File: src/rtl/alu_frame_interface.sv
// Purpose: parses SYNC/opcode/A/B frames from an RX FIFO, drives an ALU, returns result and status bytes to a TX FIFO.
// Latency: EXEC follows the last operand pop by one cycle; the result is written one cycle later and the status one cycle after that.
// Backpressure: RX pops only while the FIFO is non-empty; TX writes hold, with the write strobe low, while the TX FIFO is full.
module alu_frame_interface #(
    parameter int         NB_DATA        = 8,
    parameter int         NB_OPCODE      = 6,
    parameter logic [7:0] SYNC_BYTE      = 8'hA5,
    parameter int         TIMEOUT_CYCLES = 1000000
) (
    input  logic                 i_clk,
    input  logic                 i_reset,
    input  logic [NB_DATA-1:0]   i_data_to_read,
    input  logic                 i_fifo_rx_empty,
    input  logic                 i_fifo_tx_full,
    input  logic [NB_DATA-1:0]   i_alu_result,
    input  logic                 i_alu_zero,
    input  logic                 i_alu_carry,
    output logic                 o_fifo_rx_read,
    output logic                 o_fifo_tx_write,
    output logic [NB_DATA-1:0]   o_data_to_write,
    output logic [NB_OPCODE-1:0] o_alu_opcode,
    output logic [NB_DATA-1:0]   o_alu_op_A,
    output logic [NB_DATA-1:0]   o_alu_op_B,
    output logic                 o_alu_valid,
    output logic                 o_busy,
    output logic [NB_DATA-1:0]   o_timeout_cnt
);

    localparam int                    NB_TIMEOUT   = $clog2(TIMEOUT_CYCLES + 1);
    localparam logic [NB_DATA-1:0]    SYNC_WORD    = NB_DATA'(SYNC_BYTE);
    // The abort fires on the empty cycle that would bring the count to TIMEOUT_CYCLES.
    localparam logic [NB_TIMEOUT-1:0] TIMEOUT_LAST = NB_TIMEOUT'(TIMEOUT_CYCLES - 1);

    typedef enum logic [2:0] {
        HUNT    = 3'd0,
        OPCODE  = 3'd1,
        OPA     = 3'd2,
        OPB     = 3'd3,
        EXEC    = 3'd4,
        TX_RES  = 3'd5,
        TX_STAT = 3'd6
    } state_t;

    state_t                 state_q,  state_d;
    logic [NB_OPCODE-1:0]   opcode_q, opcode_d;
    logic [NB_DATA-1:0]     op_a_q,   op_a_d;
    logic [NB_DATA-1:0]     op_b_q,   op_b_d;
    logic [NB_DATA-1:0]     res_q,    res_d;
    logic                   zero_q,   zero_d;
    logic                   carry_q,  carry_d;
    logic                   sticky_q, sticky_d;
    logic [NB_TIMEOUT-1:0]  cnt_q,    cnt_d;
    logic [NB_DATA-1:0]     tcnt_q,   tcnt_d;

    logic                   rx_state;
    logic                   pop;
    logic                   tx_wr;
    logic [NB_DATA-1:0]     status_byte;

    // Next-state, operand capture, inter-byte timeout and strobes for the frame parser.
    always_comb begin
        state_d     = state_q;
        opcode_d    = opcode_q;
        op_a_d      = op_a_q;
        op_b_d      = op_b_q;
        res_d       = res_q;
        zero_d      = zero_q;
        carry_d     = carry_q;
        sticky_d    = sticky_q;
        cnt_d       = cnt_q;
        tcnt_d      = tcnt_q;

        rx_state    = (state_q == OPCODE) || (state_q == OPA) || (state_q == OPB);
        // Strobes are gated by reset so nothing is consumed or emitted in a reset cycle.
        pop         = !i_reset && !i_fifo_rx_empty && ((state_q == HUNT) || rx_state);
        tx_wr       = !i_reset && !i_fifo_tx_full && ((state_q == TX_RES) || (state_q == TX_STAT));
        status_byte = NB_DATA'({sticky_q, carry_q, zero_q});

        // Inter-byte watchdog: a pop always wins over an expiring count.
        if (rx_state) begin
            if (pop) begin
                cnt_d = '0;
            end else if (cnt_q >= TIMEOUT_LAST) begin
                state_d  = HUNT;
                cnt_d    = '0;
                sticky_d = 1'b1;
                if (tcnt_q != '1) begin
                    tcnt_d = tcnt_q + 1'b1;
                end
            end else begin
                cnt_d = cnt_q + 1'b1;
            end
        end

        case (state_q)
            HUNT: begin
                if (pop && (i_data_to_read == SYNC_WORD)) begin
                    state_d = OPCODE;
                    cnt_d   = '0;
                end
            end
            OPCODE: begin
                if (pop) begin
                    opcode_d = i_data_to_read[NB_OPCODE-1:0];
                    state_d  = OPA;
                end
            end
            OPA: begin
                if (pop) begin
                    op_a_d  = i_data_to_read;
                    state_d = OPB;
                end
            end
            OPB: begin
                if (pop) begin
                    op_b_d  = i_data_to_read;
                    state_d = EXEC;
                end
            end
            EXEC: begin
                res_d   = i_alu_result;
                zero_d  = i_alu_zero;
                carry_d = i_alu_carry;
                state_d = TX_RES;
            end
            TX_RES: begin
                if (tx_wr) begin
                    state_d = TX_STAT;
                end
            end
            TX_STAT: begin
                if (tx_wr) begin
                    sticky_d = 1'b0;
                    state_d  = HUNT;
                end
            end
            default: state_d = HUNT;
        endcase

        o_fifo_rx_read  = pop;
        o_fifo_tx_write = tx_wr;
        o_data_to_write = !tx_wr ? '0 : ((state_q == TX_RES) ? res_q : status_byte);
        o_alu_valid     = !i_reset && (state_q == EXEC);
        o_busy          = !i_reset && (state_q != HUNT);
    end

    // State and datapath registers with synchronous reset to an empty, idle frame.
    always_ff @(posedge i_clk) begin
        if (i_reset) begin
            state_q  <= HUNT;
            opcode_q <= '0;
            op_a_q   <= '0;
            op_b_q   <= '0;
            res_q    <= '0;
            zero_q   <= 1'b0;
            carry_q  <= 1'b0;
            sticky_q <= 1'b0;
            cnt_q    <= '0;
            tcnt_q   <= '0;
        end else begin
            state_q  <= state_d;
            opcode_q <= opcode_d;
            op_a_q   <= op_a_d;
            op_b_q   <= op_b_d;
            res_q    <= res_d;
            zero_q   <= zero_d;
            carry_q  <= carry_d;
            sticky_q <= sticky_d;
            cnt_q    <= cnt_d;
            tcnt_q   <= tcnt_d;
        end
    end

    assign o_alu_opcode  = opcode_q;
    assign o_alu_op_A    = op_a_q;
    assign o_alu_op_B    = op_b_q;
    assign o_timeout_cnt = tcnt_q;

endmodule

File: config.mk
export PLATFORM = sky130hd
export DESIGN_NAME = alu_frame_interface
export DESIGN_NICKNAME = d
export VERILOG_FILES = /design/src/rtl/alu_frame_interface.sv
export SDC_FILE = /design/constraint.sdc
export NUM_CORES = 1
export LEC_CHECK = 0
export ABC_CLOCK_PERIOD_IN_PS = 2300
export BUFFER_PORTS_ARGS = -buffer_cell sky130_fd_sc_hd__buf_2
export CAP_MARGIN = 20
export CORE_MARGIN = 2
export CORE_UTILIZATION = 30
export DETAILED_ROUTE_END_ITERATION = 8
export PLACE_DENSITY = 0.52
export SYNTH_ARGS = -nofsm -noshare
export SYNTH_HDL_FRONTEND = slang
export SYNTH_SLANG_ARGS = --single-unit
File: constraint.sdc
create_clock -name i_clk -period 2.3 [get_ports i_clk]
set_input_delay 0.345 -clock i_clk [delete_from_list [all_inputs] [get_ports i_clk]]
set_output_delay 0.345 -clock i_clk [all_outputs]
set_load 0.02 [all_outputs]
==> results.sh, run 1 <==
export IMPL_synth_avg_cell_area_sq_um=8.33
export IMPL_drcViolationCount=0
export IMPL_regArea_sq_um=1280
export IMPL_powerDensity_nw_per_um2=613
export IMPL_finalSetupTns_ns=0
export IMPL_setup_viol=0
export IMPL_dp_cells=576
export IMPL_grt_max_degree=23
export IMPL_antenna_left=0
export IMPL_mappedNetlistArea_sq_um=3100
export IMPL_multiInputGateArea_sq_um=1720
export IMPL_die_w_um=106
export IMPL_ios=64
export IMPL_synth_warnings=0
export IMPL_finalClockSkew_ns=0.00601
export IMPL_maxCapViolCount=0
export IMPL_io_buffers=63
export IMPL_status="completed"
export IMPL_gp_congestion=0.812
export IMPL_synthDistinctLibCells=49
export IMPL_synth_flop_cell="dfxtp_1"
export IMPL_top_usage_layer="met2"
export IMPL_layout_common_cells="63 x buf_2, 61 x dfxtp_1, 43 x nor2_1, 33 x nand2_1, 25 x mux2i_1"
export IMPL_cp_data_arrival_time_ns=2.43
export IMPL_cts_root_buf="clkbuf_8"
export IMPL_hold_path_depth=3
export IMPL_syn_inst=372
export IMPL_grt_ovfl_total=0
export IMPL_critical_path_class="register to register"
export IMPL_cts_tree="built"
export IMPL_drive_gt1_share_pct=26.5
export IMPL_fp_dieArea_sq_um=11200
export IMPL_finalCritPeriodShare_pct=93.4
export IMPL_antenna_found_initial=0
export IMPL_hp_class="input pin to register"
export IMPL_slew_headroom_pct=58.4
export IMPL_dp_hpwl_um=5960
export IMPL_p_leak_nw=1.61
export IMPL_fmax_ghz=0.466
export IMPL_vias=2988
export IMPL_clock_sinks=64
export IMPL_grt_pass1_vias=2887
export IMPL_worst_setup_path_end_kind="register"
export IMPL_track_usage_pct=15.4
export IMPL_htreeDepth=3
export IMPL_finalMaxSlewViolations=0
export IMPL_post_route_util_pct=39.0
export IMPL_worstSetupStartpointType="register"
export IMPL_wl_per_cell_um=13.8
export IMPL_met2_usage_pct=23.8
export IMPL_clock_latency_ns=0.35
export IMPL_r2r_cells=5
export IMPL_clock_path_buffers=2
export IMPL_ys_seq_area_share_pct=41.3
export IMPL_fillers=1082
export IMPL_grt_pass1_wl_um=14000
export IMPL_syn_nets=396
export IMPL_chipHeight_um=106
export IMPL_use_met1_pct=19.8
export IMPL_whs_ns=0.215
export IMPL_hold_viol_final=0
export IMPL_fin_cells=592
export IMPL_worstMarginPinSlew_ns=0.618
export IMPL_synth_edf_count=0
export IMPL_final_common_cell="buf_2"
export IMPL_path_max_fanout=8
export IMPL_numCtsBuffers=9
export IMPL_required_ns=2.58
export IMPL_syn2layout_area_growth_pct=28.1
export IMPL_fp_row_count=37
export IMPL_dr_pass1_iters=4
export IMPL_final_area_sq_um=3970
export IMPL_routed_wl_um=8170
export IMPL_nets=475
export IMPL_antenna_cells=0
export IMPL_cts_setup_buffers=0
export IMPL_start_util_pct=30.4
export IMPL_clkTransAtPathRegs_ns=0.07
export IMPL_core_region_area_sq_um=10200
export IMPL_post_dp_cell_area_sq_um=3690
export IMPL_use_met3_pct=4.89
export IMPL_ir_worst_vdd_uv=251
export IMPL_synth_seq_cells=64
export IMPL_vias_per_cell=5.05
export IMPL_post_route_min_period_ns=2.15
export IMPL_synthArstFlopShare_pct=0
export IMPL_first_iter_violations=96
what timing repair did:
item	4_1_cts	5_1_grt
gates resized for setup	0	10
hold buffers	0	0
setup endpoints to repair	0	12
per-stage QoR:
step           total power, mW  setup WS (ns)
2_1_floorplan             1.18         0.0482
3_3_place_gp              1.23          0.137
3_5_place_dp              1.23          0.104
4_1_cts                   2.46        0.00305
5_1_grt                   2.53       -0.00435
6_report                  2.43          0.152
where the power goes:
part	internal [mW]	total [mW]	leakage, nW	switching (mW)
registers	1.11	1.11	0.517	0.000125
clock network	0.777	1.23	0.126	0.456
logic	0.0369	0.0940	0.972	0.0570
total	1.92	2.43	1.61	0.513
registers in the layout (all words and copies together) (netlist names):
name           cells
cnt_q             20
o_alu_op_A         8
o_alu_op_B         8
o_timeout_cnt      8
res_q              8
o_alu_opcode       6
state_q            3
carry_q            1
sticky_q           1
zero_q             1
layer usage:
layer  share of wire, %  vias to the layer above  wire length (um)
met5                  0                        -                 0
met3                6.4                       10               523
met1                 47                     1391              3830
met2                 45                       74              3700
li1                   -                     1513                 -
met4                1.4                        0               118
worst max-delay path, stage by stage (launching register included):
cell	delay (ns)
dfxtp_1	0.36
or4_4	0.54
a311oi_4	0.36
o211ai_2	0.23
or4_1	0.51
o21ai_0	0.08
logic make-up after synthesis:
group	count (synthesis)	synth area share (%)
buffers and inverters	30	3.80
adders and majority gates	2	0.807
xor gates and xnor gates	1	0.283
DFF	64	41.3
muxes	28	9.16
AOI/OAI and AO/OA	78	17.1
and+or+nand+nor	169	27.5
synth_stat cells, drive strengths merged, types with 4 or more instances:
cell type,count,area [sq um]
or4,8,63.8
nor4,7,43.8
nor3,11,55.1
buf,6,27.5
clkbuf,13,48.8
o21a,5,37.5
nor2b,9,56.3
o31ai,4,30.0
mux2i,25,250
dfxtp,64,1280
nand4,10,62.6
and2,11,68.8
o21ai,21,105
nand2,33,124
a311oi,5,61.3
nor2,43,161
a21oi,19,95.1
a31oi,4,25.0
inv,11,41.3
nand3,23,115
a22o,6,52.6
worst paths after layout:
path / from / end / slack (ns)
max: cnt_q[11] / cnt_q[12] / 0.15
min: i_data_to_read[6] / o_alu_op_A[6] / 0.21
max reg2reg: cnt_q[11] / cnt_q[12] / 0.15
min reg2reg: o_alu_op_A[6] / o_alu_op_A[6] / 0.45
layout make-up:
class	instances	area share, %
Clock buffer	11	3.81
Clock inverter	5	2.59
Inverter	11	1.04
Multi-Input combinational cell	278	43.4
Sequential cell	64	32.4
Tap cell	136	4.29
Timing Repair Buffer	87	12.5
Power figures use the tool's default switching activity.
==> run 2, diff against run 1 <==
--- a/config.mk
+++ b/config.mk
@@ -5,7 +5,7 @@
 export SDC_FILE = /design/constraint.sdc
 export NUM_CORES = 1
 export LEC_CHECK = 0
-export ABC_CLOCK_PERIOD_IN_PS = 2300
+export ABC_CLOCK_PERIOD_IN_PS = 2400
 export BUFFER_PORTS_ARGS = -buffer_cell sky130_fd_sc_hd__buf_2
 export CAP_MARGIN = 20
 export CORE_MARGIN = 2
==> constraint.sdc (replaced) <==
create_clock -name i_clk -period 2.4 [get_ports i_clk]
set_input_delay 0.36 -clock i_clk [delete_from_list [all_inputs] [get_ports i_clk]]
set_output_delay 0.36 -clock i_clk [all_outputs]
set_load 0.02 [all_outputs]
==> run 2 against run 1 <==
Non-clock buffer count is 4 lower. Sequential power is 5% lower. Core utilization decreased by 0.72 points. Worst setup slack better by 0.0054 ns. Clock skew rose by 0.0054 ns. Final area is 1.9% lower. Global-route usage fell by 0.44 points. Combinational power down 6.2%. Critical path depth is the same. Final cell count is 0.68% lower. Via count decreased by 0.47%. Critical endpoint is now o_data_to_write[2]. Largest power group unchanged.
==> results.sh, run 2 (synthesized netlist as in run 1, its figures left out) <==
export IMPL_clock_latency_ns=0.35
export IMPL_post_dp_cell_area_sq_um=3660
export IMPL_critical_path_class="register to output pin"
export IMPL_layout_common_cells="64 x dfxtp_1, 63 x buf_2, 43 x nor2_1, 33 x nand2_1, 25 x mux2i_1"
export IMPL_cts_root_buf="clkbuf_8"
export IMPL_drcViolationCount=0
export IMPL_io_buffers=63
export IMPL_numCtsBuffers=9
export IMPL_ir_worst_vdd_uv=319
export IMPL_r2r_slack_ns=0.16
export IMPL_whs_ns=0.244
export IMPL_status="completed"
export IMPL_gp_congestion=0.796
export IMPL_finalSetupTns_ns=0
export IMPL_final_common_cell="dfxtp_1"
export IMPL_top_register="cnt_q"
export IMPL_maxCapViolCount=0
export IMPL_setup_viol=0
export IMPL_clock_path_buffers=2
export IMPL_cts_tree="built"
export IMPL_wl_per_cell_um=13.6
export IMPL_p_leak_nw=1.59
export IMPL_rsz0062_at_grt="false"
export IMPL_required_ns=2.04
export IMPL_finalCritPeriodShare_pct=93.4
export IMPL_htreeDepth=3
export IMPL_cp_endpoint="o_data_to_write[2]"
export IMPL_drive_gt1_share_pct=24.3
export IMPL_cp_slowest_stage_delay_ns=0.53
export IMPL_die_w_um=106
export IMPL_post_route_util_pct=38.2
export IMPL_grt_pass1_vias=2879
export IMPL_fmax_ghz=0.446
export IMPL_track_usage_pct=14.9
export IMPL_core_region_area_sq_um=10200
export IMPL_r2r_cells=5
export IMPL_fp_row_count=37
export IMPL_path_max_fanout=12
export IMPL_hold_path_depth=3
export IMPL_grt_max_degree=22
export IMPL_start_util_pct=30.4
export IMPL_worstMarginPinSlew_ns=0.580
export IMPL_grt_ovfl_total=0
export IMPL_post_route_min_period_ns=2.24
export IMPL_fin_cells=588
export IMPL_dr_pass1_iters=5
export IMPL_slew_headroom_pct=61.0
export IMPL_antenna_cells=0
export IMPL_clkTransAtPathRegs_ns=0.07
export IMPL_worstReg2RegEnd="cnt_q[14]"
export IMPL_cp_data_arrival_time_ns=1.88
export IMPL_critPathSlowestCell="dfxtp_1"
export IMPL_hold_viol_final=0
export IMPL_fp_dieArea_sq_um=11200
export IMPL_final_area_sq_um=3890
export IMPL_worst_setup_path_end_kind="output pin"
export IMPL_vias_per_cell=5.06
export IMPL_nets=471
export IMPL_dp_cells=572
export IMPL_crit_start="state_q[0]"
export IMPL_clock_sinks=64
export IMPL_antenna_found_initial=0
export IMPL_worstSetupStartpointType="register"
export IMPL_ios=64
export IMPL_vias=2974
export IMPL_finalMaxSlewViolations=0
export IMPL_cp_cell_sequence="buf_4, xor2_1, nand4_1, a21oi_1, buf_2"
export IMPL_finalClockSkew_ns=0.0114
export IMPL_antenna_left=0
export IMPL_first_iter_violations=93
export IMPL_dp_hpwl_um=5790
export IMPL_routed_wl_um=8020
export IMPL_hp_class="input pin to register"
export IMPL_largest_reg_flops=20
export IMPL_grt_pass1_wl_um=13500
export IMPL_cts_setup_buffers=0
export IMPL_rr_startpoint="cnt_q[11]"
export IMPL_syn2layout_area_growth_pct=25.7
export IMPL_powerDensity_nw_per_um2=571
export IMPL_chipHeight_um=106
[run 2: cell type report]
class	count	area, sq um
Clock buffer	11	151
Clock inverter	5	78.8
Fill cell	1082	6290
Inverter	11	41.3
Multi-Input combinational cell	278	1710
Sequential cell	64	1280
Tap cell	136	170
Timing Repair Buffer	83	465
[run 2: metal layers]
layer	vias up	GRT usage (%)	wire (um)
met4	0	6.48	153
met1	1390	19.0	3850
li1	1501	-	-
met2	72	23.7	3580
met3	11	4.02	438
met5	-	0	0
[run 2: what timing repair did]
| item | in CTS | in global routing |
|---|---|---|
| endpoints found under the hold margin | 0 | 0 |
| hold buffers | 0 | 0 |
| gates resized for setup | 0 | 2 |
| setup endpoints to repair | 0 | 7 |
[run 2: power by group]
group	switching, mW	total [mW]	internal (mW)
clock	0.434	1.07	0.640
combinational	0.0541	0.0882	0.0341
sequential	0.000138	1.06	1.06
total	0.489	2.22	1.73
[run 2: worst min path at each step]
| stage | start | end | slack (ns) |
|---|---|---|---|
| 2_1_floorplan | res_q[3] | res_q[3] | 0.45 |
| 3_3_place_gp | o_alu_op_A[0] | o_alu_op_A[0] | 0.44 |
| 5_1_grt | i_alu_carry | carry_q | 0.24 |
| 4_1_cts | i_alu_carry | carry_q | 0.23 |
| 3_5_place_dp | o_alu_op_A[2] | o_alu_op_A[2] | 0.45 |
| 6_report | i_alu_carry | carry_q | 0.24 |
[run 2: critical path, delay by kind of cell (launching register included)]
kind                   cells  cell delay (ns)
AND/OR/NAND/NOR            1             0.22
buffers and inverters      2             0.44
flip-flops                 1             0.53
XOR/XNOR                   1             0.15
AO/OA/AOI/OAI              1             0.20
[run 2: metrics by stage]
step	total power, mW	setup WS (ns)
3_5_place_dp	1.17	0.164
6_report	2.22	0.157
2_1_floorplan	1.13	0.133
4_1_cts	2.25	0.119
3_3_place_gp	1.17	0.199
5_1_grt	2.31	0.0224
==> run 3, diff against run 2 <==
--- a/config.mk
+++ b/config.mk
@@ -8,10 +8,9 @@
 export ABC_CLOCK_PERIOD_IN_PS = 2400
 export BUFFER_PORTS_ARGS = -buffer_cell sky130_fd_sc_hd__buf_2
 export CAP_MARGIN = 20
-export CORE_MARGIN = 2
-export CORE_UTILIZATION = 30
+export CORE_UTILIZATION = 51
 export DETAILED_ROUTE_END_ITERATION = 8
-export PLACE_DENSITY = 0.52
+export PLACE_DENSITY = 0.78
 export SYNTH_ARGS = -nofsm -noshare
 export SYNTH_HDL_FRONTEND = slang
 export SYNTH_SLANG_ARGS = --single-unit
==> run 3 against run 2 <==
The flow now finishes with violations (design-rule violations). Global-route usage rose by 10 points. Critical path depth did not move. Core utilization rose by 26 points. Combinational power fell by 5.6%. Final area fell by 2.6%. Count of clock-buffer cells in the layout fell by 1. Register-to-register slack barely moved. Critical path type is now register to register.
==> results.sh, run 3 (synthesized netlist as in run 1, its figures left out) <==
export IMPL_gp_congestion=0.944
export IMPL_ios=64
export IMPL_p_switching_mw=0.501
export IMPL_powerDensity_nw_per_um2=610
export IMPL_status="complete, but fails checks"
export IMPL_grt_pass1_vias=2813
export IMPL_finalClockSkew_ns=0.00756
export IMPL_syn2layout_area_growth_pct=22.4
export IMPL_holdBufCountCts=0
export IMPL_hold_end="o_alu_op_A[7]"
export IMPL_r2r_cells=5
export IMPL_grt_pass1_wl_um=12600
export IMPL_seqPwrFrac_pct=45.8
export IMPL_pwr_share_clk_pct=50.6
export IMPL_maxCapViolCount=0
export IMPL_whs_ns=0.233
export IMPL_p_sw_share_pct=21.6
export IMPL_failed_checks="design-rule violations"
export IMPL_cts_tree="built"
export IMPL_worstSetupStartpointType="register"
export IMPL_fp_dieArea_sq_um=6390
export IMPL_layout_common_cells="64 x buf_2, 63 x dfxtp_1, 43 x nor2_1, 33 x nand2_1, 25 x mux2i_1"
export IMPL_top_register="cnt_q"
export IMPL_worstMarginPinSlew_ns=0.700
export IMPL_slew_headroom_pct=52.9
export IMPL_antenna_cells=0
export IMPL_ir_worst_vdd_uv=431
export IMPL_hold_path_depth=3
export IMPL_rr_startpoint="cnt_q[10]"
export IMPL_final_common_cell="buf_2"
export IMPL_setup_slack_ns=0.148
export IMPL_worstReg2RegEnd="cnt_q[12]"
export IMPL_cp_data_arrival_time_ns=2.52
export IMPL_wl_per_cell_um=14.6
export IMPL_clock_latency_ns=0.34
export IMPL_drcViolationCount=1
export IMPL_setup_viol=0
export IMPL_p_leak_nw=1.57
export IMPL_vias=3012
export IMPL_grt_ovfl_total=0
export IMPL_post_dp_cell_area_sq_um=3530
export IMPL_p_int_mw=1.82
export IMPL_fillers=502
export IMPL_first_iter_violations=154
export IMPL_path_max_fanout=12
export IMPL_grt_max_degree=25
export IMPL_vias_per_cell=5.78
export IMPL_worst_setup_path_end_kind="register"
export IMPL_largest_reg_flops=20
export IMPL_io_buffers=63
export IMPL_hold_viol_final=0
export IMPL_routed_wl_um=7610
export IMPL_drive_gt1_share_pct=23.5
export IMPL_start_util_pct=52.7
export IMPL_final_area_sq_um=3790
export IMPL_htreeDepth=3
export IMPL_clkTransAtPathRegs_ns=0.08
export IMPL_core_region_area_sq_um=5890
export IMPL_min_from="i_data_to_read[7]"
export IMPL_fmax_ghz=0.444
export IMPL_track_usage_pct=25.0
export IMPL_finalSetupTns_ns=0
export IMPL_die_w_um=80.0
export IMPL_dr_pass1_iters=6
export IMPL_required_ns=2.67
export IMPL_hp_class="input pin to register"
export IMPL_finalCritPeriodShare_pct=93.8
export IMPL_r2r_slack_ns=0.15
export IMPL_post_route_util_pct=64.5
export IMPL_nets=465
export IMPL_numCtsBuffers=9
export IMPL_critical_path_class="register to register"
export IMPL_rsz0062_at_grt="false"
export IMPL_comb_power_share_pct=3.6
export IMPL_finalMaxSlewViolations=0
export IMPL_antenna_found_initial=0
export IMPL_chipHeight_um=80.0
export IMPL_antenna_left=0
export IMPL_fp_row_count=28
export IMPL_cts_root_buf="clkbuf_8"
export IMPL_dp_hpwl_um=5250
export IMPL_clock_sinks=64
export IMPL_post_route_min_period_ns=2.25
export IMPL_clock_path_buffers=2
export IMPL_dp_slack_ns=0.191
run 3: cell count changes in the layout (fill, tap and decap cells not counted):
cell,delta
buf_2,+1
buf_4,-7
bufinv_16,+1
clkbuf_8,-1
clkinv_2,-2
clkinvlp_4,+1
dfxtp_1,-1
dfxtp_2,+1
inv_6,+1
run 3: per-layer routing:
layer,routed length (um),track usage (%)
met1,3390,31.2
met2,3670,41.5
met3,384,4.80
met4,168,11.6
met5,0,0
run 3: power groups by stage:
stage	sequential (mW)	clock, mW	combinational, mW
6_report	1.06	1.17	0.0833
5_1_grt	1.06	1.23	0.0920
4_1_cts	1.06	1.18	0.0811
3_5_place_dp	1.09	0	0.0803
3_3_place_gp	1.09	0	0.0795
2_1_floorplan	1.09	0	0.0429
run 3: worst max-delay path by stage:
stage / from / to / depth (start not counted)
3_5_place_dp: cnt_q[10] / state_q[0] / 5
2_1_floorplan: i_fifo_rx_empty / o_alu_op_B[0] / 6
4_1_cts: state_q[2] / o_data_to_write[7] / 5
6_report: cnt_q[10] / cnt_q[12] / 5
5_1_grt: cnt_q[10] / cnt_q[12] / 5
3_3_place_gp: cnt_q[10] / cnt_q[12] / 5
run 3: cell type report:
type	instances	area, sq um	share of cell area, %
Clock buffer	10	138	3.63
Clock inverter	6	115	3.03
Inverter	11	41.3	1.09
Multi-Input combinational cell	278	1710	45.0
Sequential cell	64	1280	33.8
Tap cell	75	93.8	2.47
Timing Repair Buffer	77	418	11.0
run 3: worst max-delay path, cell delays in order, from the launching register on:
cell	delay (ns)
dfxtp_1	0.37
or4_4	0.56
a311oi_4	0.36
o211ai_2	0.27
or4_1	0.53
o21ai_0	0.08
run 3: through the flow:
step | std cells | total power [mW]
finish | 521 | 2.32
floorplan | 372 | 1.13
detailed placement | 504 | 1.17
global route | 521 | 2.38
CTS | 520 | 2.32
global placement | 504 | 1.17
run 3: what timing repair did:
action,CTS,global route
resized for setup,0,3
setup endpoints to repair,0,7
hold endpoints to repair,0,0
buffers inserted,0,0
